## config.mk

```make
export PLATFORM = sky130hd
export DESIGN_NAME = axil_lsu_flat
export DESIGN_NICKNAME = d
export VERILOG_FILES = /design/src/rtl/axil_lsu_if.sv /design/src/rtl/axil_lsu.sv /design/src/flat_wrapper.sv
export SDC_FILE = /design/constraint.sdc
export NUM_CORES = 1
export LEC_CHECK = 0
export ABC_AREA = 1
export ABC_CLOCK_PERIOD_IN_PS = 2600
export BUFFER_PORTS_ARGS = -buffer_cell sky130_fd_sc_hd__clkbuf_2
export CELL_PAD_IN_SITES_DETAIL_PLACEMENT = 0
export CELL_PAD_IN_SITES_GLOBAL_PLACEMENT = 2
export CORE_ASPECT_RATIO = 0.7
export CORE_MARGIN = 4
export CORE_UTILIZATION = 30
export DETAILED_ROUTE_END_ITERATION = 8
export PLACE_DENSITY_LB_ADDON = 0.3
export RECOVER_POWER = 25
export SLEW_MARGIN = 20
export SYNTH_ARGS = -nofsm -noshare
export SYNTH_HDL_FRONTEND = slang
export SYNTH_SLANG_ARGS = --single-unit
```

## constraint.sdc

```tcl
create_clock -name i_clock -period 2.6 [get_ports i_clock]
set_input_delay 0.39 -clock i_clock [delete_from_list [all_inputs] [get_ports i_clock]]
set_output_delay 0.39 -clock i_clock [all_outputs]
set_load 0.1 [all_outputs]
```

## src/rtl/axil_lsu_if.sv

```systemverilog
// Core-request/response and AXI4-Lite bus signals of axil_lsu, grouped in one bundle.
// AXIL_LSU_RESP_ERR_EN adds the bresp/rresp response fields.
interface axil_lsu_if #(
    parameter int DATA_W = 32,
    parameter int ADDR_W = 32
);
    logic                  req_valid;
    logic                  req_ready;
    logic                  req_we;
    logic                  req_fetch;
    logic [1:0]            req_size;
    logic                  req_signed;
    logic [ADDR_W-1:0]     req_addr;
    logic [DATA_W-1:0]     req_wdata;

    logic                  rsp_valid;
    logic [DATA_W-1:0]     rsp_rdata;
    logic                  rsp_misalign;
    logic                  rsp_err;

    logic                  awvalid;
    logic                  awready;
    logic [ADDR_W-1:0]     awaddr;
    logic [2:0]            awprot;
    logic                  wvalid;
    logic                  wready;
    logic [DATA_W-1:0]     wdata;
    logic [DATA_W/8-1:0]   wstrb;
    logic                  bvalid;
    logic                  bready;
    logic                  arvalid;
    logic                  arready;
    logic [ADDR_W-1:0]     araddr;
    logic [2:0]            arprot;
    logic                  rvalid;
    logic                  rready;
    logic [DATA_W-1:0]     rdata;
`ifdef AXIL_LSU_RESP_ERR_EN
    logic [1:0]            bresp;
    logic [1:0]            rresp;
`endif

    // LSU side: serves the core, masters the AXI bus
    modport master (
        input  req_valid, req_we, req_fetch, req_size, req_signed, req_addr, req_wdata,
        output req_ready, rsp_valid, rsp_rdata, rsp_misalign, rsp_err,
        output awvalid, awaddr, awprot, input awready,
        output wvalid, wdata, wstrb, input wready,
        input  bvalid, output bready,
        output arvalid, araddr, arprot, input arready,
        input  rvalid, rdata, output rready
`ifdef AXIL_LSU_RESP_ERR_EN
        , input bresp, rresp
`endif
    );

    // Environment side: the core plus the AXI slave
    modport slave (
        output req_valid, req_we, req_fetch, req_size, req_signed, req_addr, req_wdata,
        input  req_ready, rsp_valid, rsp_rdata, rsp_misalign, rsp_err,
        input  awvalid, awaddr, awprot, output awready,
        input  wvalid, wdata, wstrb, output wready,
        output bvalid, input bready,
        input  arvalid, araddr, arprot, output arready,
        output rvalid, rdata, input rready
`ifdef AXIL_LSU_RESP_ERR_EN
        , output bresp, rresp
`endif
    );
endinterface

```

## src/rtl/axil_lsu.sv

```systemverilog
// axil_lsu: one-request-at-a-time AXI4-Lite load/store/fetch unit with lane steering.
// Define AXIL_LSU_RESP_ERR_EN to report bresp/rresp errors on rsp_err.
module axil_lsu #(
    parameter int DATA_W = 32,
    parameter int ADDR_W = 32
) (
    input  logic       i_clock,
    input  logic       i_resetn,
    axil_lsu_if.master io_bus
);
    localparam int STRB_W = DATA_W / 8;
    localparam int L      = $clog2(STRB_W);
    localparam int IDX_W  = $clog2(DATA_W);

    typedef enum logic [3:0] {
        S_IDLE, S_RD_A, S_RD_D, S_WR_AW_W, S_WR_W, S_WR_AW, S_WR_B, S_RESP, S_ERR
    } state_t;

    state_t r_state, w_state_next;

    logic [L-1:0]      w_off;
    logic [L-1:0]      w_align_mask;
    logic              w_illegal;
    logic              w_bad;
    logic              w_accept;
    logic [3:0]        w_nbytes;
    logic [STRB_W-1:0] w_strb;
    logic [DATA_W-1:0] w_wdata;

    logic [6:0]        w_nbits;
    logic [DATA_W-1:0] w_keep;
    logic [DATA_W-1:0] w_shift;
    logic              w_sign;
    logic [DATA_W-1:0] w_load;

    logic [1:0]        r_size;
    logic              r_signed;
    logic [L-1:0]      r_off;
    logic              r_req_ready;
    logic              r_arvalid, r_rready, r_awvalid, r_wvalid, r_bready;
    logic [ADDR_W-1:0] r_araddr, r_awaddr;
    logic [2:0]        r_arprot;
    logic [DATA_W-1:0] r_wdata;
    logic [STRB_W-1:0] r_wstrb;
    logic              r_rsp_valid, r_rsp_misalign;
    logic [DATA_W-1:0] r_rsp_rdata;

    assign w_off    = io_bus.req_addr[L-1:0];
    assign w_accept = (r_state == S_IDLE) && io_bus.req_valid;

    // Alignment: the low log2(bytes) offset bits must be zero; dword needs a 64-bit bus
    always_comb begin
        w_align_mask = '0;
        w_illegal    = 1'b0;
        case (io_bus.req_size)
            2'b00:   w_align_mask = '0;
            2'b01:   w_align_mask = L'(1);
            2'b10:   w_align_mask = L'(3);
            default: begin
                w_align_mask = L'(7);
                w_illegal    = (DATA_W == 32);
            end
        endcase
    end
    assign w_bad = w_illegal || ((w_off & w_align_mask) != '0);

    always_comb begin
        w_nbytes = 4'd1 << io_bus.req_size;
        w_strb   = (~({STRB_W{1'b1}} << w_nbytes)) << w_off;
        case (io_bus.req_size)
            2'b00:   w_wdata = {STRB_W{io_bus.req_wdata[7:0]}};
            2'b01:   w_wdata = {(DATA_W/16){io_bus.req_wdata[15:0]}};
            2'b10:   w_wdata = {(DATA_W/32){io_bus.req_wdata[31:0]}};
            default: w_wdata = io_bus.req_wdata;
        endcase
    end

    // Load steering: shift the addressed lanes down, keep 8*2^size bits, extend the rest
    always_comb begin
        w_nbits = 7'd8 << r_size;
        w_keep  = ~({DATA_W{1'b1}} << w_nbits);
        w_shift = io_bus.rdata >> {r_off, 3'b000};
        w_sign  = r_signed & w_shift[IDX_W'(w_nbits - 7'd1)];
        w_load  = (w_shift & w_keep) | ({DATA_W{w_sign}} & ~w_keep);
    end

    always_ff @(posedge i_clock or negedge i_resetn) begin
        if (!i_resetn) r_state <= S_IDLE;
        else           r_state <= w_state_next;
    end

    always_comb begin
        w_state_next = r_state;
        case (r_state)
            S_IDLE: begin
                if (io_bus.req_valid) begin
                    if (w_bad)              w_state_next = S_ERR;
                    else if (io_bus.req_we) w_state_next = S_WR_AW_W;
                    else                    w_state_next = S_RD_A;
                end
            end
            S_RD_A:  if (io_bus.arready) w_state_next = S_RD_D;
            S_RD_D:  if (io_bus.rvalid)  w_state_next = S_RESP;
            S_WR_AW_W: begin
                if (io_bus.awready && io_bus.wready) w_state_next = S_WR_B;
                else if (io_bus.awready)             w_state_next = S_WR_W;
                else if (io_bus.wready)              w_state_next = S_WR_AW;
            end
            S_WR_W:  if (io_bus.wready)  w_state_next = S_WR_B;
            S_WR_AW: if (io_bus.awready) w_state_next = S_WR_B;
            S_WR_B:  if (io_bus.bvalid)  w_state_next = S_RESP;
            S_RESP:  w_state_next = S_IDLE;
            S_ERR:   w_state_next = S_IDLE;
            default: w_state_next = S_IDLE;
        endcase
    end

    // Handshake outputs are registered copies of the state being entered
    always_ff @(posedge i_clock or negedge i_resetn) begin
        if (!i_resetn) begin
            r_req_ready    <= 1'b1;
            r_arvalid      <= 1'b0;
            r_rready       <= 1'b0;
            r_awvalid      <= 1'b0;
            r_wvalid       <= 1'b0;
            r_bready       <= 1'b0;
            r_rsp_valid    <= 1'b0;
            r_rsp_misalign <= 1'b0;
        end else begin
            r_req_ready    <= (w_state_next == S_IDLE);
            r_arvalid      <= (w_state_next == S_RD_A);
            r_rready       <= (w_state_next == S_RD_D);
            r_awvalid      <= (w_state_next == S_WR_AW_W) || (w_state_next == S_WR_AW);
            r_wvalid       <= (w_state_next == S_WR_AW_W) || (w_state_next == S_WR_W);
            r_bready       <= (w_state_next == S_WR_B);
            r_rsp_valid    <= (w_state_next == S_RESP) || (w_state_next == S_ERR);
            r_rsp_misalign <= (w_state_next == S_ERR);
        end
    end

    always_ff @(posedge i_clock or negedge i_resetn) begin
        if (!i_resetn) begin
            r_size   <= '0;
            r_signed <= 1'b0;
            r_off    <= '0;
            r_araddr <= '0;
            r_arprot <= '0;
            r_awaddr <= '0;
            r_wdata  <= '0;
            r_wstrb  <= '0;
        end else if (w_accept && !w_bad) begin
            r_size   <= io_bus.req_size;
            r_signed <= io_bus.req_signed;
            r_off    <= w_off;
            if (io_bus.req_we) begin
                r_awaddr <= io_bus.req_addr;
                r_wdata  <= w_wdata;
                r_wstrb  <= w_strb;
            end else begin
                r_araddr <= io_bus.req_addr;
                r_arprot <= {io_bus.req_fetch, 2'b00};
            end
        end
    end

`ifdef AXIL_LSU_RESP_ERR_EN
    logic r_rsp_err;
    logic w_unused;
    assign w_unused       = io_bus.rresp[0] ^ io_bus.bresp[0];
    assign io_bus.rsp_err = r_rsp_err;

    always_ff @(posedge i_clock or negedge i_resetn) begin
        if (!i_resetn) begin
            r_rsp_rdata <= '0;
            r_rsp_err   <= 1'b0;
        end else if (w_state_next == S_IDLE) begin
            r_rsp_rdata <= '0;
            r_rsp_err   <= 1'b0;
        end else if (r_state == S_RD_D && io_bus.rvalid) begin
            r_rsp_rdata <= io_bus.rresp[1] ? '0 : w_load;
            r_rsp_err   <= io_bus.rresp[1];
        end else if (r_state == S_WR_B && io_bus.bvalid) begin
            r_rsp_err   <= io_bus.bresp[1];
        end
    end
`else
    assign io_bus.rsp_err = 1'b0;

    always_ff @(posedge i_clock or negedge i_resetn) begin
        if (!i_resetn) begin
            r_rsp_rdata <= '0;
        end else if (w_state_next == S_IDLE) begin
            r_rsp_rdata <= '0;
        end else if (r_state == S_RD_D && io_bus.rvalid) begin
            r_rsp_rdata <= w_load;
        end
    end
`endif

    assign io_bus.req_ready    = r_req_ready;
    assign io_bus.rsp_valid    = r_rsp_valid;
    assign io_bus.rsp_rdata    = r_rsp_rdata;
    assign io_bus.rsp_misalign = r_rsp_misalign;
    assign io_bus.arvalid      = r_arvalid;
    assign io_bus.araddr       = r_araddr;
    assign io_bus.arprot       = r_arprot;
    assign io_bus.rready       = r_rready;
    assign io_bus.awvalid      = r_awvalid;
    assign io_bus.awaddr       = r_awaddr;
    assign io_bus.awprot       = 3'b000;
    assign io_bus.wvalid       = r_wvalid;
    assign io_bus.wdata        = r_wdata;
    assign io_bus.wstrb        = r_wstrb;
    assign io_bus.bready       = r_bready;
endmodule
```

## src/flat_wrapper.sv

```systemverilog
// flat-port wrapper written by rule: the top's interface ports become plain ports
module axil_lsu_flat 
#(
    parameter int DATA_W = 32,
    parameter int ADDR_W = 32
)
  (i_clock, i_resetn, io_bus_req_valid, io_bus_req_we, io_bus_req_fetch, io_bus_req_size, io_bus_req_signed, io_bus_req_addr, io_bus_req_wdata, io_bus_req_ready, io_bus_rsp_valid, io_bus_rsp_rdata, io_bus_rsp_misalign, io_bus_rsp_err, io_bus_awvalid, io_bus_awaddr, io_bus_awprot, io_bus_awready, io_bus_wvalid, io_bus_wdata, io_bus_wstrb, io_bus_wready, io_bus_bvalid, io_bus_bready, io_bus_arvalid, io_bus_araddr, io_bus_arprot, io_bus_arready, io_bus_rvalid, io_bus_rdata, io_bus_rready);
  axil_lsu_if #(.DATA_W(DATA_W), .ADDR_W(ADDR_W)) io_bus_i ();
  input  logic i_clock;
  input  logic i_resetn;
  input wire logic [$bits(io_bus_i.req_valid)-1:0] io_bus_req_valid;
  input wire logic [$bits(io_bus_i.req_we)-1:0] io_bus_req_we;
  input wire logic [$bits(io_bus_i.req_fetch)-1:0] io_bus_req_fetch;
  input wire logic [$bits(io_bus_i.req_size)-1:0] io_bus_req_size;
  input wire logic [$bits(io_bus_i.req_signed)-1:0] io_bus_req_signed;
  input wire logic [$bits(io_bus_i.req_addr)-1:0] io_bus_req_addr;
  input wire logic [$bits(io_bus_i.req_wdata)-1:0] io_bus_req_wdata;
  output wire logic [$bits(io_bus_i.req_ready)-1:0] io_bus_req_ready;
  output wire logic [$bits(io_bus_i.rsp_valid)-1:0] io_bus_rsp_valid;
  output wire logic [$bits(io_bus_i.rsp_rdata)-1:0] io_bus_rsp_rdata;
  output wire logic [$bits(io_bus_i.rsp_misalign)-1:0] io_bus_rsp_misalign;
  output wire logic [$bits(io_bus_i.rsp_err)-1:0] io_bus_rsp_err;
  output wire logic [$bits(io_bus_i.awvalid)-1:0] io_bus_awvalid;
  output wire logic [$bits(io_bus_i.awaddr)-1:0] io_bus_awaddr;
  output wire logic [$bits(io_bus_i.awprot)-1:0] io_bus_awprot;
  input wire logic [$bits(io_bus_i.awready)-1:0] io_bus_awready;
  output wire logic [$bits(io_bus_i.wvalid)-1:0] io_bus_wvalid;
  output wire logic [$bits(io_bus_i.wdata)-1:0] io_bus_wdata;
  output wire logic [$bits(io_bus_i.wstrb)-1:0] io_bus_wstrb;
  input wire logic [$bits(io_bus_i.wready)-1:0] io_bus_wready;
  input wire logic [$bits(io_bus_i.bvalid)-1:0] io_bus_bvalid;
  output wire logic [$bits(io_bus_i.bready)-1:0] io_bus_bready;
  output wire logic [$bits(io_bus_i.arvalid)-1:0] io_bus_arvalid;
  output wire logic [$bits(io_bus_i.araddr)-1:0] io_bus_araddr;
  output wire logic [$bits(io_bus_i.arprot)-1:0] io_bus_arprot;
  input wire logic [$bits(io_bus_i.arready)-1:0] io_bus_arready;
  input wire logic [$bits(io_bus_i.rvalid)-1:0] io_bus_rvalid;
  input wire logic [$bits(io_bus_i.rdata)-1:0] io_bus_rdata;
  output wire logic [$bits(io_bus_i.rready)-1:0] io_bus_rready;
  assign io_bus_i.req_valid = io_bus_req_valid;
  assign io_bus_i.req_we = io_bus_req_we;
  assign io_bus_i.req_fetch = io_bus_req_fetch;
  assign io_bus_i.req_size = io_bus_req_size;
  assign io_bus_i.req_signed = io_bus_req_signed;
  assign io_bus_i.req_addr = io_bus_req_addr;
  assign io_bus_i.req_wdata = io_bus_req_wdata;
  assign io_bus_req_ready = io_bus_i.req_ready;
  assign io_bus_rsp_valid = io_bus_i.rsp_valid;
  assign io_bus_rsp_rdata = io_bus_i.rsp_rdata;
  assign io_bus_rsp_misalign = io_bus_i.rsp_misalign;
  assign io_bus_rsp_err = io_bus_i.rsp_err;
  assign io_bus_awvalid = io_bus_i.awvalid;
  assign io_bus_awaddr = io_bus_i.awaddr;
  assign io_bus_awprot = io_bus_i.awprot;
  assign io_bus_i.awready = io_bus_awready;
  assign io_bus_wvalid = io_bus_i.wvalid;
  assign io_bus_wdata = io_bus_i.wdata;
  assign io_bus_wstrb = io_bus_i.wstrb;
  assign io_bus_i.wready = io_bus_wready;
  assign io_bus_i.bvalid = io_bus_bvalid;
  assign io_bus_bready = io_bus_i.bready;
  assign io_bus_arvalid = io_bus_i.arvalid;
  assign io_bus_araddr = io_bus_i.araddr;
  assign io_bus_arprot = io_bus_i.arprot;
  assign io_bus_i.arready = io_bus_arready;
  assign io_bus_i.rvalid = io_bus_rvalid;
  assign io_bus_i.rdata = io_bus_rdata;
  assign io_bus_rready = io_bus_i.rready;
  axil_lsu #(.DATA_W(DATA_W), .ADDR_W(ADDR_W)) u_core (.i_clock(i_clock), .i_resetn(i_resetn), .io_bus(io_bus_i));
endmodule
```

* Word-level counts from Yosys, hierarchy flattened *
Cells that the tools add are included.

word-level totals
  register bits after elaboration = 150
  latch bits = 0
  RAM bits = 0
  memory bits (read-only) = 0
  input bits = 109
  output and inout port bits = 147
  logic and storage cells = 87
  memories kept = 0

operators by class
  add/sub/neg operators = 1
  $mul = 0
  divide/modulo/power cells = 0
  $lt $le $gt $ge = 1
  eq/ne operators = 16
  shifts and indexed selects = 6
  multiplexer cells = 19
  bitwise operators = 9
  reductions and logical operators = 17

operator list
  kind                     count
  $and A32 B32 Y32         2
  $mux W32                 2
  $not A32 Y32             2
  $pmux W32 S2             1
  $mux W4                  10
  $or A32 B32 Y32          1
  $shl A32 B7 Y32 const A  1
  $shr A32 B5 Y32          1
  $eq A4 B3 Y1 const B     7
  $pmux W4 S7              1
  $eq A4 B2 Y1 const B     4
  $eq A4 B1 Y1 const B     2
  $logic_not A4 Y1         2
  $shl A4 B2 Y7 const A    1
  $lt A5 B6 Y1 const B     1
  $bmux W1 S5              1
  $sub A5 B1 Y5 const B    1
  $eq A4 B4 Y1 const B     1
  $logic_and A1 B1 Y1      4
  $logic_or A1 B1 Y1       4
  $not A4 Y4               1
  $pmux W2 S2              1
  $reduce_and A2 Y1        2
  $reduce_bool A2 Y1       2
  other kinds (13)         14

* Logic depth before layout (Yosys ltp) *
  word-level depth = 10
  gate-level depth with buffers = 13

* Worst setup path before layout *
Ideal clock, no wire load.

  path type = input port to flip-flop
  start point = input io_bus_req_size[0]
  end point = register u_core.r_araddr[17] (netlist: u_core.io_bus.araddr[17])
  setup time = 130 ps
  data arrival time = 1,483 ps
  data required time = 2,470 ps
  path slack = 987 ps
  stages = 9
  cells stage by stage = buf_2 o21ai_4 nand2_4 nor2_4 nand2_2 buf_4 buf_6 nand2_1 o21ai_1

on the way
  cells in the longest elaborated chain, start to end = 8
  elaborated cells on any way between the ends = 12
  classes of those cells = 2 x eq/ne; 2 x mux; 1 x bitwise; 7 x reduce/logical

RTL lines
  element                                                  line                text
  start: declaration                                       flat_wrapper.sv:14  input wire logic [$bits(io_bus_i.req_size)-1:0] io_bus_req_size;
  $eq A2 B1 Y1 / $logic_not A2 Y1 (equally long branches)  axil_lsu.sv:55      case (io_bus.req_size)
  $pmux W2 S2                                              axil_lsu.sv:55
  $and A2 B2 Y2                                            axil_lsu.sv:65      assign w_bad = w_illegal || ((w_off & w_align_mask) != '0);
  $reduce_bool A2 Y1                                       axil_lsu.sv:65
  $logic_or A1 B1 Y1 *                                     axil_lsu.sv:65
  $logic_not A1 Y1 *                                       axil_lsu.sv:151     end else if (w_accept && !w_bad) begin
  $logic_and A1 B1 Y1 *                                    axil_lsu.sv:151
  $reduce_and A2 Y1 (no source line) *                     -
  end signal: assignment                                   axil_lsu.sv:160     r_araddr <= io_bus.req_addr;
  end: declaration                                         axil_lsu.sv:41      logic [ADDR_W-1:0] r_araddr, r_awaddr;

Mark *: on every way between the ends. The rest lies on a longest branch, timed or not.
A chain may end at the register's enable or synchronous reset.

* Final worst setup path *
  start point = register u_core.r_state[1]
  end point = register u_core.r_araddr[3] (netlist: u_core.io_bus.araddr[3])

on the way
  cells in the longest elaborated chain, start to end = 4

RTL lines
  element                             line             text
  start: declaration                  axil_lsu.sv:19   state_t r_state, w_state_next;
  start signal: assignment            axil_lsu.sv:89   else r_state <= w_state_next;
  $logic_not A4 Y1                    axil_lsu.sv:49   assign w_accept = (r_state == S_IDLE) && io_bus.req_valid;
  $logic_and A1 B1 Y1                 axil_lsu.sv:49
  $logic_and A1 B1 Y1                 axil_lsu.sv:151
  $reduce_and A2 Y1 (no source line)  -

Every way passes these cells.

==> impl_results.md <==
- Fin area: 9399 sq um
- Mux cell area share after synthesis: 0
- Worst-path cell chain: nor2_1 > nand2_2 > inv_1 > nand2_2 > nor2_4 > nand2_2 > buf_4 > nand2_1 > o21ai_0
- Largest net degree at the start of global routing: 57
- Synth Flop Type: dfrtp_1
- P&R area growth vs syn: 28.94%
- Fraction of registers with async set/reset: 1.000
- Synth Area in XOR/XNOR: 0
- Final #Nets: 1269
- Commonest non-fill, non-tap cell in the layout: nand2_1
- Die height: 138.4 um
- Post-CTS setup buffers: 0
- Crit-path max cell delay: 0.46 ns
- Starting Density: 0.3068
- Ys Warns: 0
- Wire per inst: 15.94 um
- Die extent in x: 194.3 um
- CP max FO: 15
- CTS buffer count: 17
- Critical path's most frequent cell: nand2_2
- Initial antenna violation count: 1
- Share of the yosys chip area belonging to registers: 0.5151
- Setup crit end kind: flip-flop
- RSZ-0062 raised after global routing: false
- Drt first-iter violations: 445
- CTS H-tree depth: 4
- CTS tree: done
- Worst slew pin tran: 1.028 ns
- Final ANT Viol Nets: 0
- EDFF count, synth: 0
- Clk Latency, worst-skew pair: 0.43 ns
- Largest family of logic cells by synthesized area: simple AND/OR/NAND/NOR gates
- Grt ovf: 0
- Crit share post-route: 0.7743
- HP Class: input port to flip-flop
- Vias after detailed routing: 6571
- Gr usage total: 0.1777
- Met3 WL: 1593 um
- Met1 wire length: 12150 um
- Final Hold Fails: 0
- Cts repair resizes: 0
- Drt drc: 0
- Synth Cell Area: 7289 sq um
- Share of cells above drive strength 1: 0.3043
- Max Freq: 496.7 MHz
- Commonest cells after routing, fill and taps aside: 348 x nand2_1, 250 x clkbuf_2, 149 x dfrtp_1
- Vias/cell: 4.407
- HP Start: io_bus_req_addr[21]
- Launch point of the worst path: u_core.r_state[1]
- Clock Path Buffers: 2
- Layout Utilization: 0.3956
- # Max-Cap Violations: 0
- Worst-path clk slew: 0.07 ns
- Final Slew Violations: 0
- Sink Count: 150
- Placed inst area: 8808 sq um
- Distinct cell type count after synthesis: 34
- Min Tclk post-route: 2.013 ns
- WS Path Type: flip-flop to flip-flop
- Status: finished clean
- FP Rows: 47
- Final WL: 23760 um
- Cell family with most CP delay: simple AND/OR/NAND/NOR gates
- Area of the core: 23760 sq um
- IO Port Bufs: 249
- Post-synthesis simple-gate area fraction: 0.2698
- Layout Skew: 0.01377 ns
- CP max-delay cell: dfrtp_1
- Total Die Area: 26900 sq um
- Worst slew margin: 0.3144
- Setup tns final: 0 ns
- Startpoint Class: flip-flop
- Root buffer cell: clkbuf_16
- Seq cells post-synth: 150
- Fill count: 2549
- Final HPWL DP: 18060 um
- Antenna cells: 0
- Critical path buffers and inverters: 2
- Crit path DAT: 2.32 ns
- Io pins: 256
- Adder-Cell Fraction of Synth Area: 0
- Critical R2R Launch: u_core.r_state[1]
- RePlAce Congestion: 0.8104
- Post-Syn Area per Cell: 7.898 sq um
- WL met2: 9814 um
- Synth Area in Compound Gates: 0.1219
- Drt pass-1 iters: 4
- Setup Viol. Count Final: 0
- Pre-CTS WS: 0.3300 ns
- PnR worst setup slack: 0.5869 ns
- Required time worst endpoint: 2.91 ns
- First-pass GRT wire length: 38090 um
- Top Layer Used: met5
- Vias in the first global route: 6458
- Post-Synthesis Cells: 923
## path summary, 6_finish.rpt
check | to | slack [ns] | depth (start not counted)
worst max-delay path | u_core.io_bus.araddr[3] | 0.59 | 9
worst min-delay path | u_core.io_bus.araddr[21] | 0.19 | 3
worst max register to register | u_core.io_bus.araddr[3] | 0.59 | 9
worst min register to register | u_core.io_bus.araddr[25] | 0.47 | 2
max in group asynchronous | u_core.io_bus.rready | 0.67 | 3
min in group asynchronous | u_core.io_bus.wdata[25] | 0.48 | 2
## registers in the layout (all words and copies together) (netlist names), 2 cells and up
| signal | flops |
|---|---|
| u_core.io_bus.wdata | 32 |
| u_core.io_bus.awaddr | 32 |
| u_core.io_bus.rsp_rdata | 32 |
| u_core.io_bus.araddr | 32 |
| u_core.r_state | 4 |
| u_core.io_bus.wstrb | 4 |
| u_core.r_size | 2 |
| u_core.r_off | 2 |
## final cells by class
class                      instances  area [sq um]  area share
clock buffer                      17         425.4     0.04526
clock inverter                    15         185.2     0.01970
inverter                          92         352.8     0.03754
multi-input combinational        631          2878      0.3062
sequential                       150          3755      0.3995
tap                              318         397.9     0.04233
timing repair buffer             268          1405      0.1495
## routing by layer
layer,track usage,vias up
met3,0.05180,14
met4,0.03587,2
li1,-,3367
met5,0,-
met1,0.2740,2991
met2,0.2466,197
## synth_stat cells, types with 5 or more instances
cell	number	area [sq um]
dfrtp_1	149	3729
nor2_4	5	56.30
o21ai_0	82	410.4
nand2_2	16	100.1
a21oi_1	31	155.2
buf_6	7	78.83
buf_4	11	82.58
nand2_1	348	1306
buf_2	18	90.09
nor2_1	39	146.4
inv_1	72	270.3
nor2_2	5	31.28
o21ai_1	16	80.08
clkbuf_1	19	71.32
inv_2	18	67.56
nand3_1	41	205.2
a21boi_1	8	60.06
a31oi_1	8	50.05
## metrics by stage
stage / cells / hold WS (ns)
final: 1491 / 0.1919
after global routing: 1491 / 0.1804
after CTS: 1491 / 0.1702
after detailed placement: 1458 / 0.4260
after global placement: 1458 / 0.4201
after floorplan: 928 / 0.09441
## cell families after synthesis
group,after synthesis
compound gates,161
buf+inv,147
flops,150
other cells,1
simple gates,464
## tightest hold or removal path, cell delays in order
cell and delay (ns):
clkbuf_2 0.08, inv_1 0.05, o21ai_1 0.06
## what timing repair did
item / 4_1_cts / 5_1_grt
hold buffers: 1 / 0
endpoints found under the hold margin: 53 / 0
setup endpoints to repair: 0 / 0
Power is left out: the tool's default activity adds up to more than one toggle a clock period on the data nets, which glitch-free logic cannot reach.
